$ cat config.mk
export PLATFORM = sky130hd
export DESIGN_NAME = cfg_bank_arbiter
export DESIGN_NICKNAME = d
export VERILOG_FILES = /design/src/rtl/cfg_arb_pkg.sv /design/src/rtl/rr_arbiter_2.sv /design/src/rtl/cfg_bank_arbiter.sv
export SDC_FILE = /design/constraint.sdc
export NUM_CORES = 1
export LEC_CHECK = 0
export BUFFER_PORTS_ARGS = -buffer_cell sky130_fd_sc_hd__buf_4
export CAP_MARGIN = 20
export CELL_PAD_IN_SITES_DETAIL_PLACEMENT = 1
export CELL_PAD_IN_SITES_GLOBAL_PLACEMENT = 1
export CORE_ASPECT_RATIO = 0.5
export CORE_MARGIN = 4
export CORE_UTILIZATION = 25
export CTS_BUF_LIST = sky130_fd_sc_hd__clkbuf_2
export CTS_CLUSTER_DIAMETER = 120
export DETAILED_ROUTE_END_ITERATION = 10
export PLACE_DENSITY = 0.54
export REMOVE_ABC_BUFFERS = 1
export SETUP_SLACK_MARGIN = 0.3
export SLEW_MARGIN = 20
export SYNTH_ARGS = -nofsm -noshare
export SYNTH_HDL_FRONTEND = slang
export SYNTH_SLANG_ARGS = --single-unit
export TNS_END_PERCENT = 1
$ cat constraint.sdc
create_clock -name clk -period 2.37 [get_ports clk]
set_clock_uncertainty 0.05 [all_clocks]
set_input_delay 0.1185 -clock clk [delete_from_list [all_inputs] [get_ports clk]]
set_output_delay 0.1185 -clock clk [all_outputs]
set_load 0.02 [all_outputs]
$ cat src/rtl/cfg_arb_pkg.sv
// Shared types and constants for the config bank arbiter.
//   arb_state_e : access FSM states (idle, access in progress, completion)
//   REQ_SPI     : requester index of the SPI side
//   REQ_SEQ     : requester index of the on-chip sequencer
package cfg_arb_pkg;

  typedef enum logic [1:0] {
    StIdle,
    StAccess,
    StDone
  } arb_state_e;

  localparam int unsigned REQ_SPI = 0;
  localparam int unsigned REQ_SEQ = 1;

endpackage

$ cat src/rtl/rr_arbiter_2.sv
// Two-way combinational round-robin decision.
//   req         : request bits, one per requester
//   ptr         : requester favoured when both request
//   grant_idx   : index of the winning requester
//   grant_valid : high when any requester is asking
module rr_arbiter_2
  import cfg_arb_pkg::*;
(
  input  logic [1:0] req,
  input  logic       ptr,
  output logic       grant_idx,
  output logic       grant_valid
);

  always_comb begin
    grant_valid = |req;
    // A lone requester wins outright; on contention the pointer decides.
    grant_idx   = (req == 2'b11) ? ptr : req[REQ_SEQ];
  end

endmodule

$ cat src/rtl/cfg_bank_arbiter.sv
// Arbitrated access to a bank of writable config registers and read-only
// status registers, shared by an SPI-side requester and an on-chip sequencer.
// Each access walks idle -> access -> done; one access is in flight at a time.
//   clk, rstb    : clock, asynchronous active-low reset
//   ena          : allows new grants out of idle
//   req, we      : per-requester request and write/read select
//   addr, wdata  : per-requester address and write data (packed, requester n in slice n)
//   ack, err     : per-requester one-cycle completion / error pulses
//   rdata        : last read value, valid while ack is high
//   config_regs  : packed config register contents
//   status_regs  : packed status register inputs
module cfg_bank_arbiter
  import cfg_arb_pkg::*;
#(
  parameter int unsigned NUM_CFG    = 8,
  parameter int unsigned NUM_STATUS = 8,  // must equal NUM_CFG
  parameter int unsigned REG_WIDTH  = 8,
  localparam int unsigned ADDR_WIDTH = $clog2(NUM_CFG + NUM_STATUS)
) (
  input  logic                            clk,
  input  logic                            rstb,
  input  logic                            ena,
  input  logic [1:0]                      req,
  input  logic [1:0]                      we,
  input  logic [2*ADDR_WIDTH-1:0]         addr,
  input  logic [2*REG_WIDTH-1:0]          wdata,
  output logic [1:0]                      ack,
  output logic [REG_WIDTH-1:0]            rdata,
  output logic [1:0]                      err,
  output logic [NUM_CFG*REG_WIDTH-1:0]    config_regs,
  input  logic [NUM_STATUS*REG_WIDTH-1:0] status_regs
);

  localparam int unsigned IDX_W = ADDR_WIDTH - 1;

  arb_state_e             state_q;
  logic                   ptr_q;
  logic                   win_q;
  logic                   we_q;
  logic [ADDR_WIDTH-1:0]  addr_q;
  logic [REG_WIDTH-1:0]   wdata_q;
  logic [REG_WIDTH-1:0]   rdata_q;
  logic [1:0]             ack_q;
  logic [1:0]             err_q;
  logic [REG_WIDTH-1:0]   cfg_q [NUM_CFG];

  logic                   grant_idx;
  logic                   grant_valid;
  logic                   we_sel;
  logic [ADDR_WIDTH-1:0]  addr_sel;
  logic [REG_WIDTH-1:0]   wdata_sel;
  logic                   is_status;
  logic [IDX_W-1:0]       idx;
  logic [REG_WIDTH-1:0]   rd_val;

  rr_arbiter_2 u_rr (
    .req         (req),
    .ptr         (ptr_q),
    .grant_idx   (grant_idx),
    .grant_valid (grant_valid)
  );

  // Fields of the requester that wins this cycle.
  always_comb begin
    we_sel    = grant_idx ? we[1] : we[0];
    addr_sel  = grant_idx ? addr[ADDR_WIDTH +: ADDR_WIDTH] : addr[0 +: ADDR_WIDTH];
    wdata_sel = grant_idx ? wdata[REG_WIDTH +: REG_WIDTH] : wdata[0 +: REG_WIDTH];
  end

  // Address MSB selects the status half; remaining bits index the register.
  assign is_status = addr_q[ADDR_WIDTH-1];
  assign idx       = addr_q[IDX_W-1:0];

  always_comb begin
    rd_val = '0;
    for (int unsigned i = 0; i < NUM_CFG; i++) begin
      if (32'(idx) == i) begin
        rd_val = is_status ? status_regs[i*REG_WIDTH +: REG_WIDTH] : cfg_q[i];
      end
    end
  end

  always_ff @(posedge clk or negedge rstb) begin
    if (!rstb) begin
      state_q <= StIdle;
      ptr_q   <= 1'(REQ_SPI);
      win_q   <= 1'b0;
      we_q    <= 1'b0;
      addr_q  <= '0;
      wdata_q <= '0;
      rdata_q <= '0;
      ack_q   <= '0;
      err_q   <= '0;
      for (int unsigned i = 0; i < NUM_CFG; i++) begin
        cfg_q[i] <= '0;
      end
    end else begin
      ack_q <= '0;
      err_q <= '0;
      unique case (state_q)
        StIdle: begin
          if (ena && grant_valid) begin
            win_q   <= grant_idx;
            we_q    <= we_sel;
            addr_q  <= addr_sel;
            wdata_q <= wdata_sel;
            // The requester just served loses the next tie.
            ptr_q   <= ~grant_idx;
            state_q <= StAccess;
          end
        end
        StAccess: begin
          // Completion flags are registered here so they show during done.
          ack_q[win_q] <= 1'b1;
          if (we_q) begin
            if (is_status) begin
              err_q[win_q] <= 1'b1;
            end else begin
              for (int unsigned i = 0; i < NUM_CFG; i++) begin
                if (32'(idx) == i) begin
                  cfg_q[i] <= wdata_q;
                end
              end
            end
          end else begin
            rdata_q <= rd_val;
          end
          state_q <= StDone;
        end
        StDone: begin
          state_q <= StIdle;
        end
        default: begin
          state_q <= StIdle;
        end
      endcase
    end
  end

  always_comb begin
    config_regs = '0;
    for (int unsigned i = 0; i < NUM_CFG; i++) begin
      config_regs[i*REG_WIDTH +: REG_WIDTH] = cfg_q[i];
    end
  end

  assign ack   = ack_q;
  assign err   = err_q;
  assign rdata = rdata_q;

endmodule

Yosys cells after proc, flatten, opt, wreduce, memory -nomap -nowiden
Index checks and enable logic that the tools add are counted.
{ "totals": {"output_inout_bits": 76, "in_bits": 95, "word_cells": 75, "ff_bits": 93} }
{ "classes": {"n_lt_le_gt_ge": 2, "n_bitwise": 3, "n_eq_ne": 10, "mux": 28, "n_reduce_logical": 15} }
{ "ops": {"columns": ["cell", "n"], "rows": [
  ["$mux 8", 17],
  ["$reduce_and 4->1", 8],
  ["$eq 3x3->1 const B", 4],
  ["$mux 2", 5],
  ["$eq 3x2->1 const B", 2],
  ["$mux 4", 1],
  ["$pmux 2 s2", 1],
  ["$reduce_and 2->1", 2],
  ["$eq 3x1->1 const B", 1],
  ["$logic_not 3->1", 1],
  ["$mux 1", 3],
  ["$not 1->1", 3],
  ["$eq 2x1->1 const B", 1],
  ["$eq 2x2->1 const B", 1],
  ["$logic_and 1x1->1", 2],
  ["$logic_not 2->1", 1],
  ["$lt 1x2->1 const B", 1],
  ["$ne 2x2->1 const B", 1],
  ["$reduce_or 2->1", 1],
  ["$demux 1 s1", 1],
  ["$ge 1x1->1 const B", 1]
]} }

Longest topological paths before layout
{ "depth": {"ltp_word": 9, "depth_mapped": 7, "depth_no_buf": 6} }

Modules after synthesis
A second synthesis with hierarchy kept.
{ "unflattened": {"cells_unflattened": 416, "hier_area_um2": 4882.2} }
{ "modules_own_cells": {"columns": ["module", "n_inst", "seq_area_each_um2", "area_per_inst_um2", "cells_each"], "rows": [
  ["cfg_bank_arbiter", 1, 2327.2, 4864.7, 413],
  ["rr_arbiter_2", 1, 0.0, 17.5, 3]
]} }

Worst setup path before layout
OpenSTA, ideal clock, no wires.
{ "synth_timing": {"path_kind": "reg2reg", "startpoint": "register addr_q[1]", "endpoint": "register cfg_q, in the netlist config_regs[10]", "stages_incl_launch_ff": 8, "period_less_slack_ns": 1.785, "arrival_ns": 1.610, "path_buffers": 3, "setup_time_ns": 0.125, "required_time_ns": 2.195, "path_slack_ns": 0.585, "cell_sequence": "dfrtp_1 -> buf_6 -> nand2b_4 -> or2_1 -> buf_6 -> or2_1 -> buf_6 -> mux2_4"} }
{ "synth_between": {"elab_chain_cells": 2} }
{ "synth_rtl": {"columns": ["element", "line_no", "source"], "rows": [
  ["start: declaration", "cfg_bank_arbiter.sv:40", "logic [ADDR_WIDTH-1:0] addr_q;"],
  ["start signal: assignment", "cfg_bank_arbiter.sv:105", "addr_q <= addr_sel;"],
  ["$eq 3x1->1", "cfg_bank_arbiter.sv:120", "if (32'(idx) == i) begin"],
  ["$reduce_and 4->1 (no line)", null, null],
  ["end signal: indexed assignment", "cfg_bank_arbiter.sv:121", "cfg_q[i] <= wdata_q;"],
  ["end: declaration", "cfg_bank_arbiter.sv:45", "logic [REG_WIDTH-1:0] cfg_q [NUM_CFG];"]
]} }
No other way between the ends.
A chain may end at the register's enable or synchronous reset.

Worst setup path after layout
{ "layout_timing": {"startpoint": "register addr_q[3]", "endpoint": "register rdata_q[5] (netlist: rdata[5])"} }
{ "layout_between": {"elab_chain_cells": 9, "elab_cells_between_ends": 16, "cone_classes": "mux (16)"} }
{ "layout_rtl": {"columns": ["element", "line_no", "source"], "rows": [
  ["$mux 8", "cfg_bank_arbiter.sv:78", "rd_val = is_status ? status_regs[i*REG_WIDTH +: REG_WIDTH] : cfg_q[i];"],
  ["$mux 8 (7 in series)", "cfg_bank_arbiter.sv:77", "if (32'(idx) == i) begin"],
  ["$mux 8 (*)", "cfg_bank_arbiter.sv:77", null],
  ["end signal: assignment", "cfg_bank_arbiter.sv:126", "rdata_q <= rd_val;"],
  ["end: declaration", "cfg_bank_arbiter.sv:42", "logic [REG_WIDTH-1:0] rdata_q;"]
]} }
Every way passes the cells marked *; elsewhere a longest branch is shown, timed or not.

==> results.rst <==
.. list-table::
   :header-rows: 1

   * - Metric
     - Value
   * - Run status
     - complete, no violations
   * - Multi-input logic area
     - 0.002571 mm²
   * - Per-cell routed wire length
     - 21.70 µm
   * - Total detailed-routing wirelength
     - 19860 µm
   * - Nature of the critical path endpoint
     - flop
   * - Crit path arrival time
     - 2.56 ns
   * - Worst skew pair latency
     - between 0.5 and 0.6 ns
   * - Area of all sequential standard cells
     - 0.002335 mm²
   * - Fill cell total of the finished layout
     - 2071
   * - Synthesized-area fraction occupied by and/or/nand/nor cells
     - 0.06702
   * - Number of different library cells in the post-synthesis netlist
     - 31
   * - Area of the die
     - 0.02200 mm²
   * - Worst reg2reg setup slack
     - 0.26 ns
   * - Clock-pin transition on the worst setup and hold timing paths
     - 0.27 ns
   * - Clk network pwr share
     - 0.116
   * - Power share of the sequential group
     - 0.382
   * - Synth warnings
     - 0
   * - Final Hold Vio Count
     - 0
   * - Floorplan row count
     - 35
   * - Share of post-route cells with drive strength above 1
     - 0.5260
   * - Most area-consuming cells after synthesis
     - sky130_fd_sc_hd__dfrtp_1 (48%), sky130_fd_sc_hd__mux2_2 (18%), sky130_fd_sc_hd__mux2i_1 (11%)
   * - Post-layout minimum cycle time
     - 2.114 ns
   * - Post-place setup slack
     - -0.1720 ns
   * - Worst hold path class
     - input pin to flop
   * - Number of DRC markers in iteration 0
     - 185
   * - Sw Share
     - 0.4232
   * - Final Max Tran Viols
     - 0
   * - Syn_area_per_cell
     - roughly 12 µm²
   * - Nets
     - 744
   * - Net switching power figure
     - 0.003074 W
   * - Capturing point of the worst reg2reg path
     - rdata[5]$_DFFE_PN0P_
   * - Synth area leader
     - sky130_fd_sc_hd__dfrtp_1
   * - Power density cells
     - 976.7 mW/mm²
   * - Crit path from
     - addr_q[3]$_DFFE_PN0P_
   * - Minimum setup slack in the final design
     - between 0.2 and 0.3 ns
   * - Type of origin of the critical path
     - flop
   * - Primary flip-flop cell chosen by synthesis mapping
     - sky130_fd_sc_hd__dfrtp_1
   * - Multiplexer fraction of the synthesized cell area
     - 0.3213
   * - Share of flip-flops with an asynchronous set or reset
     - 1.000
   * - Max IR drop VDD
     - about 0.25 mV
   * - Post-synthesis share of cell area spent on full adders, half adders and majority gates
     - 0
   * - Combinational power share
     - 0.502
   * - # IOs
     - 171
   * - Combined area of all synthesized cells
     - 0.004891 mm²
   * - Post-Route Hold Slack
     - roughly 0.053 ns
   * - Setup TNS
     - 0 ns
   * - Number of nets with antenna violations after detailed routing
     - 0
   * - Transition time at the pin with the least slew margin
     - 0.6395 ns
   * - Instance count along the most critical hold path
     - 5
   * - Vias
     - 4229
   * - Maximum capacitance violations
     - 0
   * - Standby leakage power
     - 3.633 nW
   * - Wire length of the first global-routing pass
     - 29280 µm
   * - Via/cell ratio
     - 4.622
   * - Routability cong.
     - roughly 0.84
   * - Leftover overflow at the end of global routing
     - 0
   * - Most numerous cell types in the synthesized netlist
     - sky130_fd_sc_hd__dfrtp_1 (93), sky130_fd_sc_hd__mux2_2 (80), sky130_fd_sc_hd__o21ai_0 (64)
   * - Most repeated cell in the gate-level netlist after synthesis
     - sky130_fd_sc_hd__dfrtp_1
   * - Number of iterations in the first detailed-routing pass
     - 4
   * - Max Freq
     - 473.0 MHz
   * - Overall die height
     - 106.9 µm
   * - Proportion of synthesized chip area in sequential cells
     - 0.4758
   * - EDFF count, synth
     - 0
   * - DRC
     - 0
   * - Die Width
     - between 200 and 250 µm
   * - Total core area
     - 0.01879 mm²
   * - Worst-case clock buffer depth
     - 2
   * - Internal power of the cells
     - 0.004190 W
   * - Final number of setup-violating endpoints
     - 0
   * - Max transition margin
     - 0.5736
   * - Share of the synthesized area in compound gates (AO/OA/AOI/OAI)
     - 0.1059
   * - Starting density of the core
     - 0.2603
   * - Number of port buffers
     - 170
   * - Worst endpoint required time
     - approximately 2.8 ns
   * - Cells after synthesis
     - 412
   * - Clock root buffer master
     - sky130_fd_sc_hd__clkbuf_2
   * - Clock sinks
     - 93
   * - Number of buffers created by CTS
     - 9
   * - Signed area change from the synthesized netlist to the final layout
     - 52.06%
   * - Setup Crit Path Kind
     - flop to flop
   * - TritonCTS clock tree
     - done
   * - HPWL after detailed placement
     - between 10000 and 15000 µm
   * - Critical Path Sink
     - rdata[5]$_DFFE_PN0P_
   * - Worst reg2reg startpoint
     - addr_q[3]$_DFFE_PN0P_
   * - Synth top area share
     - 0.4758
   * - Antenna violations before repair
     - 0
   * - Vias in the first global route
     - about 4600
   * - Largest family of logic cells by synthesized area
     - multiplexers
   * - Htree depth
     - 3
   * - Setup repair after global routing missed its margin
     - yes
   * - Post-synthesis share of cell area spent on xor and xnor gates
     - 0
   * - Cell depth of the worst flop-to-flop path
     - 8
   * - Critical-path maximum fanout
     - 7
   * - Overall fraction of global-route tracks in use
     - 0.1792
   * - Period utilization
     - 0.8920
   * - Synthesis-stage register bit count
     - 93
   * - Largest net degree at the start of global routing
     - 52
[critical path: stages, from the launching register on]
cell and delay (ns):
sky130_fd_sc_hd__dfrtp_4 0.56, sky130_fd_sc_hd__buf_4 0.19, sky130_fd_sc_hd__buf_4 0.15, sky130_fd_sc_hd__buf_12 0.14
sky130_fd_sc_hd__mux2i_2 0.24, sky130_fd_sc_hd__o21ai_2 0.12, sky130_fd_sc_hd__a221oi_4 0.35, sky130_fd_sc_hd__buf_4 0.17
sky130_fd_sc_hd__o21ai_0 0.07
[sequential cells by signal (all words and copies together), names as in the netlist]
name and cells:
config_regs 64, rdata 8, wdata_q 8, addr_q 4
ack 2, err 2, state_q 2, ptr_q 1
we_q 1, win_q 1
[placed cells by master (no fill, tap or decap), types with 2 or more instances in the layout]
master                            n
sky130_fd_sc_hd__buf_6            3
sky130_fd_sc_hd__nand2b_1         4
sky130_fd_sc_hd__a21oi_1         14
sky130_fd_sc_hd__mux2_4           8
sky130_fd_sc_hd__diode_2          2
sky130_fd_sc_hd__nor2b_2          2
sky130_fd_sc_hd__inv_1            3
sky130_fd_sc_hd__a221oi_2         6
sky130_fd_sc_hd__and2_4           2
sky130_fd_sc_hd__a221oi_4         2
sky130_fd_sc_hd__and2_1           6
sky130_fd_sc_hd__dfrtp_1         89
sky130_fd_sc_hd__mux2i_1         48
sky130_fd_sc_hd__buf_4          196
sky130_fd_sc_hd__o21ai_0         45
sky130_fd_sc_hd__nand3_1          3
sky130_fd_sc_hd__o21ai_1         15
sky130_fd_sc_hd__a22oi_1          7
sky130_fd_sc_hd__clkbuf_2        11
sky130_fd_sc_hd__mux2i_4          2
sky130_fd_sc_hd__mux2_2          80
sky130_fd_sc_hd__mux2i_2          5
sky130_fd_sc_hd__dlygate4sd3_1   47
sky130_fd_sc_hd__nand3b_1         2
sky130_fd_sc_hd__nor2_1          21
sky130_fd_sc_hd__buf_12           5
sky130_fd_sc_hd__dfrtp_2          3
sky130_fd_sc_hd__o21ai_2          5
[routing by layer]
| metal | track usage | routed length (µm) | part of all wire |
|---|---|---|---|
| met1 | 0.2593 | 9494 | 0.48 |
| met2 | 0.2832 | 9316 | 0.47 |
| met3 | 0.03294 | 877 | 0.044 |
| met4 | 0.03321 | 172 | 0.0087 |
| met5 | 0 | 0 | 0 |
[power by group through the flow]
stage | combinational, W | clock, W | sequential [W]
3_3_place_gp | 0.00326 | 0 | 0.00283
4_1_cts | 0.00344 | 0.000878 | 0.00279
5_1_grt | 0.00390 | 0.000944 | 0.00287
6_report | 0.00365 | 0.000845 | 0.00277
3_5_place_dp | 0.00329 | 0 | 0.00284
2_1_floorplan | 0.00114 | 0 | 0.00320
[how the worst min path moves through the flow]
| stage | from | to | slack [ns] |
|---|---|---|---|
| global placement | rstb | wdata_q[0]$_DFFE_PN0P_ | 0.11 |
| global route | req[0] | win_q$_DFFE_PN0P_ | 0.03 |
| CTS | status_regs[23] | rdata[7]$_DFFE_PN0P_ | 0.02 |
| finish | status_regs[23] | rdata[7]$_DFFE_PN0P_ | 0.05 |
| detailed placement | rstb | wdata_q[1]$_DFFE_PN0P_ | 0.11 |
| floorplan | rstb | ack[0]$_DFF_PN0_ | -0.23 |
[final cells by class]
cell class                      count  area share
Multi-Input combinational cell    291      0.3457
Sequential cell                    93      0.3139
Timing Repair Buffer              251      0.2791
Tap cell                          259     0.04357
Clock inverter                      5    0.008075
Clock buffer                       11    0.007402
Inverter                            3    0.001514
Antenna cell                        2   0.0006729
[through the flow]
stage | std cells | instance area [µm²] | power [W] | util
after floorplan | 387 | 4756 | 0.004344 | -
after global placement | 841 | 6591 | 0.006090 | 0.3508
after detailed placement | 841 | 6591 | 0.006129 | 0.3508
after CTS | 907 | 7236 | 0.007110 | 0.3851
after global routing | 913 | 7432 | 0.007715 | 0.3956
final | 915 | 7437 | 0.007264 | 0.3959
[cell families (layout without fill, tap and decap cells)]
kind of cell,after synthesis,in the layout
AND/OR/NAND/NOR,54,54
buffers and inverters,28,270
other,0,2
multiplexers,143,143
flip-flops,93,93
AO/OA/AOI/OAI,94,94
[what timing repair did]
item	in CTS	in global routing
resized for setup	4	51
endpoints found under the hold margin	117	0
hold buffers	48	0
pin swaps	1	8
buffers inserted	2	6
endpoints found under the setup margin	53	65
No activity file was read; power rests on OpenSTA's default activity.
